==> src/rtl/xgmii_rx_align.sv <==
// XGMII 64-bit receive lane aligner: rotates lane-4 starts into lane 0 and
// monitors frame boundaries, protocol errors and frame/error counts.
module xgmii_rx_align #(
  parameter int unsigned CNT_W   = 32,
  parameter bit          CNT_SAT = 1'b1
) (
  input  logic             xgmii_rx_clk,
  input  logic             sys_rst,
  input  logic [63:0]      xgmii_rxd_i,
  input  logic [7:0]       xgmii_rxc_i,
  input  logic             cnt_clr,
  output logic [63:0]      xgmii_rxd_o,
  output logic [7:0]       xgmii_rxc_o,
  output logic             sof_o,
  output logic             eof_o,
  output logic [2:0]       term_lane_o,
  output logic             err_o,
  output logic             shift_o,
  output logic [CNT_W-1:0] frame_cnt_o,
  output logic [CNT_W-1:0] err_cnt_o
);

  localparam logic [7:0] CH_START = 8'hFB;
  localparam logic [7:0] CH_TERM  = 8'hFD;
  localparam logic [7:0] CH_ERROR = 8'hFE;

  typedef enum logic {
    ST_IDLE  = 1'b0,
    ST_FRAME = 1'b1
  } state_t;

  logic [63:0]      rxd_q, rxd_d;
  logic [7:0]       rxc_q, rxc_d;
  logic             shift_q, shift_d;
  state_t           state_q, state_d;
  logic             bad_q, bad_d;
  logic             clean_q, clean_d;
  logic [63:0]      rxd_o_q, rxd_o_d;
  logic [7:0]       rxc_o_q, rxc_o_d;
  logic             sof_q, sof_d;
  logic             eof_q, eof_d;
  logic [2:0]       term_q, term_d;
  logic             err_q, err_d;
  logic             shift_o_q, shift_o_d;
  logic [CNT_W-1:0] frame_cnt_q, frame_cnt_d;
  logic [CNT_W-1:0] err_cnt_q, err_cnt_d;

  logic [63:0] aw;
  logic [7:0]  ac;
  logic        s_det, t_det, e_det;
  logic [2:0]  t_lane;

  function automatic logic [CNT_W-1:0] cnt_bump(input logic [CNT_W-1:0] cnt);
    logic [CNT_W-1:0] nxt;
    if (&cnt) nxt = CNT_SAT ? cnt : '0;
    else      nxt = cnt + CNT_W'(1);
    return nxt;
  endfunction

  always_comb begin
    rxd_d = xgmii_rxd_i;
    rxc_d = xgmii_rxc_i;

    // A lane-4 start outranks a lane-0 start seen in the same raw word.
    shift_d = shift_q;
    if (xgmii_rxc_i[4] && xgmii_rxd_i[39:32] == CH_START)    shift_d = 1'b1;
    else if (xgmii_rxc_i[0] && xgmii_rxd_i[7:0] == CH_START) shift_d = 1'b0;

    aw = shift_q ? {xgmii_rxd_i[31:0], rxd_q[63:32]} : rxd_q;
    ac = shift_q ? {xgmii_rxc_i[3:0], rxc_q[7:4]}    : rxc_q;

    s_det  = ac[0] && (aw[7:0] == CH_START);
    t_det  = 1'b0;
    e_det  = 1'b0;
    t_lane = 3'd0;
    for (int i = 7; i >= 0; i--) begin
      if (ac[i] && aw[8*i +: 8] == CH_TERM) begin
        t_det  = 1'b1;
        t_lane = 3'(i);
      end
      if (ac[i] && aw[8*i +: 8] == CH_ERROR) e_det = 1'b1;
    end

    state_d = state_q;
    bad_d   = bad_q;
    sof_d   = 1'b0;
    eof_d   = 1'b0;
    term_d  = 3'd0;
    err_d   = e_det;
    clean_d = 1'b0;

    // A start always opens a fresh frame; a terminate in that same word is a runt.
    case (state_q)
      ST_IDLE: begin
        if (s_det) begin
          sof_d = 1'b1;
          bad_d = 1'b0;
          if (t_det) begin
            eof_d  = 1'b1;
            term_d = t_lane;
            err_d  = 1'b1;
          end else begin
            state_d = ST_FRAME;
            bad_d   = e_det;
          end
        end else if (t_det) begin
          err_d = 1'b1;
        end
      end
      ST_FRAME: begin
        if (s_det) begin
          sof_d = 1'b1;
          err_d = 1'b1;
          bad_d = e_det;
          if (t_det) begin
            eof_d   = 1'b1;
            term_d  = t_lane;
            state_d = ST_IDLE;
          end
        end else if (t_det) begin
          eof_d   = 1'b1;
          term_d  = t_lane;
          state_d = ST_IDLE;
          clean_d = !bad_q && !e_det;
        end else begin
          bad_d = bad_q | e_det;
        end
      end
      default: state_d = ST_IDLE;
    endcase

    rxd_o_d   = aw;
    rxc_o_d   = ac;
    shift_o_d = shift_q;

    // Counters trail the status word by one cycle; a clear drops that cycle's events.
    frame_cnt_d = frame_cnt_q;
    err_cnt_d   = err_cnt_q;
    if (cnt_clr) begin
      frame_cnt_d = '0;
      err_cnt_d   = '0;
    end else begin
      if (clean_q) frame_cnt_d = cnt_bump(frame_cnt_q);
      if (err_q)   err_cnt_d   = cnt_bump(err_cnt_q);
    end
  end

  always_ff @(posedge xgmii_rx_clk) begin
    if (sys_rst) begin
      rxd_q       <= '0;
      rxc_q       <= '0;
      shift_q     <= 1'b0;
      state_q     <= ST_IDLE;
      bad_q       <= 1'b0;
      clean_q     <= 1'b0;
      rxd_o_q     <= '0;
      rxc_o_q     <= '0;
      sof_q       <= 1'b0;
      eof_q       <= 1'b0;
      term_q      <= 3'd0;
      err_q       <= 1'b0;
      shift_o_q   <= 1'b0;
      frame_cnt_q <= '0;
      err_cnt_q   <= '0;
    end else begin
      rxd_q       <= rxd_d;
      rxc_q       <= rxc_d;
      shift_q     <= shift_d;
      state_q     <= state_d;
      bad_q       <= bad_d;
      clean_q     <= clean_d;
      rxd_o_q     <= rxd_o_d;
      rxc_o_q     <= rxc_o_d;
      sof_q       <= sof_d;
      eof_q       <= eof_d;
      term_q      <= term_d;
      err_q       <= err_d;
      shift_o_q   <= shift_o_d;
      frame_cnt_q <= frame_cnt_d;
      err_cnt_q   <= err_cnt_d;
    end
  end

  assign xgmii_rxd_o = rxd_o_q;
  assign xgmii_rxc_o = rxc_o_q;
  assign sof_o       = sof_q;
  assign eof_o       = eof_q;
  assign term_lane_o = term_q;
  assign err_o       = err_q;
  assign shift_o     = shift_o_q;
  assign frame_cnt_o = frame_cnt_q;
  assign err_cnt_o   = err_cnt_q;

endmodule

==> config.mk <==
export PLATFORM = sky130hd
export DESIGN_NAME = xgmii_rx_align
export DESIGN_NICKNAME = d
export VERILOG_FILES = /design/src/rtl/xgmii_rx_align.sv
export SDC_FILE = /design/constraint.sdc
export NUM_CORES = 1
export LEC_CHECK = 0
export BUFFER_PORTS_ARGS = -buffer_cell sky130_fd_sc_hd__buf_2
export CORE_MARGIN = 2
export CORE_UTILIZATION = 48
export DETAILED_ROUTE_END_ITERATION = 7
export HOLD_SLACK_MARGIN = 0.05
export PLACE_DENSITY = 0.86
export SYNTH_ARGS = -nofsm -noshare
export SYNTH_HDL_FRONTEND = slang
export SYNTH_SLANG_ARGS = --single-unit
export TNS_END_PERCENT = 10
==> constraint.sdc <==
create_clock -name xgmii_rx_clk -period 2.05 [get_ports xgmii_rx_clk]
set_input_delay 0.1025 -clock xgmii_rx_clk [delete_from_list [all_inputs] [get_ports xgmii_rx_clk]]
set_output_delay 0.1025 -clock xgmii_rx_clk [all_outputs]
set_load 0.005 [all_outputs]
==> summary.md <==
| Metric | Value |
|---|---|
| Clock Skew | 0.03217 ns |
| GRT Util Overall | 26.71% |
| Total grt overflow | 0 |
| Mapped Nets | 975 |
| M1 WL | 9989 um |
| CP Class | register to register |
| Die H | 136.8 um |
| H-tree depth | 1 |
| Synth Area per Inst | 9.427 um^2 |
| Global-route wire length before repair | 40,060 um |
| Setup WS post-layout | -0.1218 ns |
| I/O Pins | 218 |
| Area of the multi-input gates | 4088 um^2 |
| Synth async-reset ratio | 0% |
| CP Data Required Time | 2.44 ns |
| Syn Std Cell Area | 8466 um^2 |
| Largest net degree at the start of global routing | 102 |
| Die width | 136.8 um |
| Most used DFF post-synth | dfxtp_1 |
| Post-DP Area | 10,550 um^2 |
| PortBufs | 217 |
| Status | finished with violations |
| Root Driver | clkbuf_16 |
| Share of post-route cells with drive strength above 1 | 34.60% |
| Finished Cell Area | 12,530 um^2 |
| Final Cycle Share | 105.9% |
| Register area | 4425 um^2 |
| Tmin final | 2.172 ns |
| ANT cells | 0 |
| Via Count | 8,182 |
| Adder-Cell Fraction of Synth Area | 0.2956% |
| Core area | 17,300 um^2 |
| Max cap viols | 0 |
| Clock Pin Slew Worst Setup and Hold Paths | 0.06 ns |
| Number of global-route vias before repair | 8,118 |
| Final hold viol count | 0 |
| Post-synthesis xor/xnor area fraction | 5.690% |
| Worst Hold Class | input pin to register |
| Mapped Cells | 898 |
| Met2 routed WL | 13,150 um |
| Achievable Freq | 460.4 MHz |
| Worst-Margin Slew | 0.6502 ns |
| Mux share of post-synthesis cell area | 6.267% |
| Setup TNS Final | -0.6120 ns |
| Dpl ws | -0.2139 ns |
| Failing checks | setup timing |
| Number of synthesized register bits | 219 |
| CTS tree | yes |
| Worst IR Drop VDD | 0.0006558 V |
| Post-DP HPWL | 16,440 um |
| Skew-Pair Late Insertion Delay | 0.53 ns |
| Static leakage | 5.288 nW |
| Yosys warnings | 0 |
| Unique masters post-synth | 62 |
| Starting DRC count in detailed routing | 461 |
| Clock Sink Count | 219 |
| Final setup fails | 13 |
| Crit start category | register |
| Detail Route Antenna Nets | 0 |
| Detailed Route WL | 26,180 um |
| WL met3 | 2154 um |
| Drc violations | 0 |
| RSZ-0062 raised after global routing | yes |
| DRT Pass-1 Iters | 5 |
| Seq/Total Area, Yosys | 51.79% |
| Worst relative slew slack | 56.29% |
| Worst-path maximum fanout | 4 |
| Post-synth EDFFs | 0 |
| Critical path capture point type | register |
| Starting Density | 48.94% |
| Combinational family with the most area after synthesis | simple AND/OR/NAND/NOR gates |
| Fillcell total | 1,176 |
| GPL Wtd Cong | 0.8814 |
| Simple-gate share of the synthesized area | 26.78% |
| Pwr Density | 767.1 nW/um^2 |
| Nets | 1,376 |
| Post-DR vias/cell | 5.313 |
| Initial antenna violation count | 1 |
| Max clock buf depth | 3 |
| Avg WL per Cell | 17.00 um |
| Synth Area in Compound Gates | 6.533% |
| Slew Limit Fails | 0 |
| CP Data Arrival Time | 2.56 ns |
| Area Growth Syn to Fin | 47.96% |
| DIE AREA | 18,720 um^2 |
| TritonCTS Buffers | 23 |
| Top sig layer | met5 |
| Row cnt | 48 |
[area by class of cell]
cell class / instances / area share [%]
clock buffers: 31 / 5.484
inverters: 14 / 0.4195
flip-flops and latches: 219 / 35.33
repair buffers: 416 / 22.62
well taps: 225 / 2.248
multi-input cells: 625 / 32.63
clock inverters: 10 / 1.269
[critical path: stages, from the launching register on]
cell and delay [ns]:
dfxtp_2 0.35, nand4_1 0.17, buf_4 0.19, or4_4 0.52
nor4_4 0.29, buf_4 0.17, buf_4 0.10, nand2_1 0.05
xor2_1 0.15, nor2_1 0.07
[registers in the layout, indices dropped and copies added, names as in the netlist, 3 cells and up]
name and count:
frame_cnt_o 32, term_lane_o 3, xgmii_rxc_o 8, rxc_q 8, xgmii_rxd_o 64, err_cnt_o 32, rxd_q 64
[metrics by stage]
stage / hold WS (ns) / cells / power, mW / util (%)
after floorplan: 0.1858 / 898 / 4.738 / -
final: 0.1961 / 1540 / 9.609 / 72.42
after detailed placement: 0.3142 / 1407 / 4.966 / 60.98
after global routing: 0.2148 / 1540 / 9.891 / 72.42
after global placement: 0.3110 / 1407 / 4.953 / 60.98
after CTS: 0.1828 / 1529 / 9.619 / 71.33
[per-layer routing]
| metal | GRT usage, % | up-vias |
|---|---|---|
| met3 | 6.370 | 74 |
| met4 | 9.221 | 2 |
| met2 | 48.69 | 350 |
| met1 | 30.43 | 3866 |
| met5 | 0 | - |
| li1 | - | 3890 |
[synthesized netlist by cell type, types with 10 or more instances]
cell type	instances	area, um^2
dfxtp_1	219	4384
nor2_1	125	469.2
nor2b_1	71	444.2
nand2_1	54	202.7
mux2i_1	53	530.5
nand3_1	38	190.2
a21oi_1	35	175.2
xor2_1	31	271.5
clkbuf_1	26	97.59
nand4_1	26	162.7
xnor2_1	24	210.2
nand2b_1	21	131.4
nor3_1	17	85.08
o21ai_0	17	85.08
inv_1	14	52.55
and3_1	11	68.82
buf_2	11	55.05
and4_1	10	87.58
or3_1	10	62.56
[logic make-up (layout without fill, tap and decap cells)]
kind of cell    count (synthesis)  after routing
buf+inv                        55            471
simple gates                  426            427
xor+xnor                       55             55
flops                         219            219
compound gates                 88             88
fa+ha+maj                       2              2
mux                            53             53
[final timing paths]
kind	start	end	slack (ns)	depth (start not counted)
worst max register to register	err_cnt_o[4]	err_cnt_o[29]	-0.12	9
worst min-delay path	cnt_clr	err_cnt_o[6]	0.20	3
worst max-delay path	err_cnt_o[4]	err_cnt_o[29]	-0.12	9
worst min register to register	rxc_q[1]	xgmii_rxc_o[1]	0.50	2
[power by group]
group          internal, mW  leakage [nW]  switching, mW
Combinational         0.292          3.06          0.258
Sequential             4.38          1.81         0.0821
Clock                  2.85         0.413           1.74
[placed cells by master (no fill, tap or decap), types with 5 or more instances in the layout]
master | netlist | layout
buf_2 | 11 | 216
a21oi_1 | 35 | 32
nand3b_1 | 5 | 5
buf_4 | 1 | 116
and4_1 | 10 | 8
inv_1 | 14 | 14
xor2_1 | 31 | 29
clkbuf_8 | 0 | 6
dfxtp_1 | 219 | 192
o21ai_0 | 17 | 17
dlygate4sd3_1 | 0 | 76
clkbuf_16 | 0 | 24
nand4_1 | 26 | 26
mux2i_1 | 53 | 53
nand3_1 | 38 | 33
nor2_1 | 125 | 124
nand4b_1 | 6 | 6
nor3_1 | 17 | 13
or3_1 | 10 | 8
and3_1 | 11 | 9
dfxtp_2 | 0 | 24
nor2b_1 | 71 | 71
nand2_1 | 54 | 52
o22ai_1 | 6 | 5
nand2b_1 | 21 | 21
xnor2_1 | 24 | 23
[timing repair]
action / 4_1_cts / 5_1_grt
hold endpoints to repair: 112 / 0
buffers inserted: 5 / 10
hold buffers: 76 / 0
resized for setup: 29 / 32
cloned: 0 / 1
pin swaps: 10 / 24
setup endpoints to repair: 32 / 48
Note: power is estimated with default switching activity, not from simulation.
